--- src/rtl/pipe_hazard_ctrl.sv ---
// Pipeline stall/flush controller: load-use and taken-branch hazards, multi-cycle
// mul/div occupancy of EX, and a saturating stall-cycle counter.
module pipe_hazard_ctrl #(
    parameter int REG_AW = 5,
    parameter int MD_LAT = 4,
    parameter int CNT_W  = 16
) (
    input  logic              clk_i,
    input  logic              rst_i,
    input  logic [REG_AW-1:0] id_rs_i,
    input  logic [REG_AW-1:0] id_rt_i,
    input  logic              id_uses_rt_i,
    input  logic              ex_memread_i,
    input  logic [REG_AW-1:0] ex_rd_i,
    input  logic              ex_md_start_i,
    input  logic              branch_taken_i,
    output logic              pc_we_o,
    output logic              ifid_we_o,
    output logic              ifid_flush_o,
    output logic              idex_we_o,
    output logic              idex_flush_o,
    output logic              exmem_flush_o,
    output logic              md_busy_o,
    output logic [CNT_W-1:0]  stall_cnt_o
);

    localparam logic [0:0] ST_RUN     = 1'b0;
    localparam logic [0:0] ST_MD_BUSY = 1'b1;
    localparam bit         MD_MULTI   = (MD_LAT > 1);
    // The start cycle and the release cycle are not counted down.
    localparam logic [3:0] MD_LOAD    = MD_MULTI ? 4'(MD_LAT - 2) : 4'd0;

    logic [0:0]       fsm_q, fsm_d;
    logic [3:0]       md_cnt_q, md_cnt_d;
    logic [CNT_W-1:0] stall_cnt_q, stall_cnt_d;
    logic             load_use;

    always_comb begin
        load_use = ex_memread_i && (ex_rd_i != '0) &&
                   ((ex_rd_i == id_rs_i) || (id_uses_rt_i && (ex_rd_i == id_rt_i)));

        pc_we_o       = 1'b1;
        ifid_we_o     = 1'b1;
        ifid_flush_o  = 1'b0;
        idex_we_o     = 1'b1;
        idex_flush_o  = 1'b0;
        exmem_flush_o = 1'b0;
        fsm_d         = fsm_q;
        md_cnt_d      = md_cnt_q;

        if (rst_i) begin
            pc_we_o       = 1'b0;
            ifid_we_o     = 1'b0;
            idex_we_o     = 1'b0;
            ifid_flush_o  = 1'b1;
            idex_flush_o  = 1'b1;
            exmem_flush_o = 1'b1;
            fsm_d         = ST_RUN;
            md_cnt_d      = 4'd0;
        end else if (fsm_q == ST_MD_BUSY) begin
            // The mul/div is still in EX: new starts and branches belong to it and are ignored.
            if (md_cnt_q != 4'd0) begin
                pc_we_o       = 1'b0;
                ifid_we_o     = 1'b0;
                idex_we_o     = 1'b0;
                exmem_flush_o = 1'b1;
                md_cnt_d      = md_cnt_q - 4'd1;
            end else begin
                fsm_d = ST_RUN;
            end
        end else if (ex_md_start_i && MD_MULTI) begin
            pc_we_o       = 1'b0;
            ifid_we_o     = 1'b0;
            idex_we_o     = 1'b0;
            exmem_flush_o = 1'b1;
            fsm_d         = ST_MD_BUSY;
            md_cnt_d      = MD_LOAD;
        end else if (branch_taken_i) begin
            ifid_flush_o = 1'b1;
            idex_flush_o = 1'b1;
        end else if (load_use) begin
            pc_we_o      = 1'b0;
            ifid_we_o    = 1'b0;
            idex_flush_o = 1'b1;
        end

        md_busy_o = (fsm_q == ST_MD_BUSY) && !rst_i;

        stall_cnt_d = stall_cnt_q;
        if (rst_i) begin
            stall_cnt_d = '0;
        end else if (!pc_we_o && !(&stall_cnt_q)) begin
            stall_cnt_d = stall_cnt_q + 1'b1;
        end
    end

    always_ff @(posedge clk_i) begin
        if (rst_i) begin
            fsm_q       <= ST_RUN;
            md_cnt_q    <= 4'd0;
            stall_cnt_q <= '0;
        end else begin
            fsm_q       <= fsm_d;
            md_cnt_q    <= md_cnt_d;
            stall_cnt_q <= stall_cnt_d;
        end
    end

    assign stall_cnt_o = stall_cnt_q;

endmodule

--- config.mk ---
export PLATFORM = sky130hd
export DESIGN_NAME = pipe_hazard_ctrl
export DESIGN_NICKNAME = d
export VERILOG_FILES = /design/src/rtl/pipe_hazard_ctrl.sv
export SDC_FILE = /design/constraint.sdc
export NUM_CORES = 1
export LEC_CHECK = 0
export ABC_AREA = 0
export CORE_MARGIN = 4
export CORE_UTILIZATION = 47
export DETAILED_ROUTE_END_ITERATION = 10
export HOLD_SLACK_MARGIN = 0.12
export PLACE_DENSITY = 0.85
export RECOVER_POWER = 25
export SLEW_MARGIN = 30
export SYNTH_ARGS = -nofsm -noshare
export SYNTH_HDL_FRONTEND = slang
export SYNTH_SLANG_ARGS = --single-unit
--- constraint.sdc ---
create_clock -name clk_i -period 4.6 [get_ports clk_i]
set_input_delay 0.69 -clock clk_i [delete_from_list [all_inputs] [get_ports clk_i]]
set_output_delay 0.69 -clock clk_i [all_outputs]
set_load 0.02 [all_outputs]
==> summary by stage <==
Logic synthesis
For this run, the number of Yosys warnings is 0. The share of the Yosys chip area taken by registers is 0.342. The number of nets produced by synthesis is 173.

The largest total area in the synthesized netlist belongs to sky130_fd_sc_hd__dfxtp_1. The synthesized netlist cell count is 150. In this run, synthesis produced a sequential element count of 21. The total standard cell area after synthesis is 0.00123 mm2.

Sorting the synthesized cells by area gives the leading types as sky130_fd_sc_hd__dfxtp_1 34%, sky130_fd_sc_hd__a21oi_1 7.7%, sky130_fd_sc_hd__xor2_1 7.1%, sky130_fd_sc_hd__or3_1 4.6%, sky130_fd_sc_hd__nor2_1 3.7%. Synthesis instantiated 39 different standard cells from the library. Of the post-synthesis cell area, the dominant cell type holds 0.342.

After synthesis, the share of flip-flops with an asynchronous set or reset is 0. The number of synthesized flops with an enable pin is 0. The most frequently used flop master after synthesis is sky130_fd_sc_hd__dfxtp_1. The mean instance size in the synthesized netlist is a little over 8 um2.

Timing
Timing would allow up to about 280 MHz. Hold timing on the final database bottoms out at a slack of just over 0.5 ns. For the final routed database, the setup TNS stands at 0 ns. The slew at the pin with the worst max-slew slack is between 0.6 and 0.7 ns. The clock arrives with 0.0219 ns of skew. The clock period could shrink to 3.56 ns. Dividing the final minimum period by the clock period gives 0.773.

Setup violations remaining at the end of the flow were counted as 0. The count of final max-slew check failures was 0. The worst-case headroom to the max-slew limit is 0.570. The hold violation total from the final report is 0. Setup repair after global routing left no endpoint under its margin.

CTS
The buffer levels on the longest clock path is 2. The count of buffers added by post-CTS timing repair for setup is 0. The maximum level of the CTS H-tree is 1. Clock tree synthesis inserted a total of 3 buffers. The clock network latency to the later pin of the worst-skew pair is 0.31 ns. CTS saw 21 sinks. Post-CTS repair changed the size of 0 cells. The clock transition at the registers of the reported paths is roughly 0.13 ns. Buffers inserted to repair hold after CTS numbered 0. The clock tree from TritonCTS is done. The tree is rooted in a sky130_fd_sc_hd__clkbuf_4.

Route
The detailed-route vias per instance is about 5.6. For this run, design rule violations remaining after detail routing come to 0. For this run, the detailed router's first-pass iteration total came to 4.

The total wire length after detailed routing is about 3100 um. The count of nets left with antenna violations once routing finished came out at 0. The detailed router finished its first iteration with 34 violations. In the final routed layout, each cell accounts on average for ~14 um.

The routed layout has ~1,200 vias.

Critical path
The total buffers and inverters traversed by the critical path is 2. In this run the critical register-to-register path is launched from stall_cnt_o[0]$_SDFFE_PP0P_. The minimum setup slack among reg-to-reg paths is 2.36 ns. The biggest cell delay along the critical path is between 0.6 and 0.7 ns. Measured in cells, the most critical reg-to-reg path has a length of 7. The launching element type of the critical path is a primary input. The biggest fanout along the worst timing path is 3. The worst reg2reg path endpoint is stall_cnt_o[5]$_SDFFE_PP0P_. The cell at the slowest stage of the critical path is sky130_fd_sc_hd__clkdlybuf4s50_1.

Traced cell by cell, the critical path runs through clkdlybuf4s50_1 -> xor2_1 -> nor4_1 -> a32oi_1 -> nor2_1 -> a21oi_1 -> clkdlybuf4s50_1. In this design, the critical path's most frequently occurring cell is sky130_fd_sc_hd__clkdlybuf4s50_1. STA classifies the critical path endpoint as a primary output. The data required time of the critical path is about 4 ns.

The category of the critical setup timing path is in2out. The category of cells accounting for the largest share of critical-path delay is buffers and inverters. The worst path arrival time is roughly 2.9 ns.

Run status
The flow ran to the end, and the final reports show no timing, DRC or antenna violations.

Floorplan
The I/O pin count is 44. The floorplan die area is 0.00350 mm2. The initial utilization of the core area, before any placement, comes to 0.496.

After floorplanning, the core was divided into 18 placement rows. The die width is 59.1 um. The core outline area is 0.00248 mm2. The die height is between 50 and 60 um.

Run
The number of maximum-capacitance constraint violations is 0.

Placement
After legalization and detailed placement, the total HPWL measured roughly 2400 um. The congestion estimate from routability-driven global placement came to roughly 0.81. In this run the tool buffered the top-level ports with 43 buffer cells.

Pwr
The overall power after layout is between 0.3 and 0.4 mW. VDD sags by at most around 0.18 mV. The leakage power is 0.576 nW.

For this design the ratio of total power to cell area is around 240 mW/mm2.

GRT
The overflow left after global routing is 0. The pin count of the biggest net entering global routing is 31. In the global route stage, overall resource usage came out at 0.184. The number of antenna violations at the first check in global routing came to 0.

The wire length of the first global-routing pass is 5050 um. The via count of the first global-routing pass is 1,190.

Worst hold path
The startpoint of the lowest-slack hold path is stall_cnt_o[14]$_SDFFE_PP0P_. The worst hold path stage count is 2. The worst hold path endpoint is stall_cnt_o[14]$_SDFFE_PP0P_.

In this run the worst hold path is classified as reg2reg.

Final layout
The library cell used most frequently in the layout, excluding fill and tap cells, is sky130_fd_sc_hd__clkdlybuf4s50_1. In the layout the commonest cells are 36 x sky130_fd_sc_hd__clkdlybuf4s50_1, 21 x sky130_fd_sc_hd__dfxtp_1, 19 x sky130_fd_sc_hd__a21oi_1, 12 x sky130_fd_sc_hd__nor2_1, 10 x sky130_fd_sc_hd__xor2_1. The antenna cell count is 0. The share of post-route cells with drive strength above 1 is 0.0674. The number of nets in the layout is between 200 and 250. The area added between synthesis and finish is 38.0%.
==> how the worst max path moves through the flow <==
stage	from	to	slack, ns	cells after the start
after floorplan	ex_md_start_i	pc_we_o	1.74	5
final	ex_rd_i[1]	pc_we_o	1.04	7
after global placement	ex_rd_i[1]	ifid_we_o	1.18	6
after detailed placement	ex_rd_i[2]	pc_we_o	1.08	6
after global routing	ex_rd_i[1]	pc_we_o	0.95	7
after CTS	ex_rd_i[2]	pc_we_o	1.07	6
==> cell usage after synthesis (5+ instances only) <==
master,instances
sky130_fd_sc_hd__dfxtp_1,21
sky130_fd_sc_hd__a21oi_1,19
sky130_fd_sc_hd__nor2_1,12
sky130_fd_sc_hd__xor2_1,10
sky130_fd_sc_hd__nand2_1,9
sky130_fd_sc_hd__or3_1,9
sky130_fd_sc_hd__o21ai_1,8
sky130_fd_sc_hd__nand3_1,6
sky130_fd_sc_hd__or4_1,6
sky130_fd_sc_hd__inv_1,5
sky130_fd_sc_hd__o31ai_1,5
==> stage by stage <==
step	setup slack, ns	area, um2	utilization	cells
after CTS	1.07	1680	0.680	223
after global routing	0.951	1700	0.684	223
after floorplan	1.74	1230	-	150
after global placement	1.18	1660	0.669	219
final	1.04	1700	0.684	223
after detailed placement	1.08	1660	0.669	219
==> sequential cells by signal, summed over array words and instances (netlist names) <==
name / cells
stall_cnt_o: 16
md_cnt_q: 4
fsm_q: 1
==> cell type report <==
| class | count | area, um2 |
|---|---|---|
| sequential | 21 | 420 |
| multi-input combinational | 116 | 734 |
| tap | 30 | 37.5 |
| clock inverter | 1 | 5.00 |
| inverter | 6 | 22.5 |
| fill | 208 | 782 |
| timing repair buffer | 46 | 453 |
| clock buffer | 3 | 22.5 |
==> worst min-delay path, cell delays in order, from the launching register on <==
cell and delay (ns):
sky130_fd_sc_hd__dfxtp_1 0.35, sky130_fd_sc_hd__o31ai_1 0.07, sky130_fd_sc_hd__a21oi_1 0.05
==> report_power, final <==
| group | switching, mW | internal (mW) |
|---|---|---|
| registers | 0.00986 | 0.190 |
| clock network | 0.0544 | 0.0324 |
| logic | 0.0556 | 0.0571 |
| total | 0.120 | 0.279 |
==> routing by layer <==
metal | up-vias | wire [um] | GRT usage
li1 | 629 | - | -
met1 | 571 | 1290 | 0.214
met2 | 38 | 1570 | 0.341
met3 | 4 | 197 | 0.0349
met4 | 0 | 28 | 0.0485
met5 | - | 0 | 0
==> cell families (layout without fill, tap and decap cells) <==
logic type,count (synthesis),in the layout,share of synthesized area
fa+ha+maj,2,2,0.0204
buf+inv,13,56,0.0692
xor+xnor,11,11,0.0784
mux,1,1,0.00815
simple gates,59,59,0.264
compound gates,43,43,0.218
flops,21,21,0.342
(Power assumes the default switching activity.)
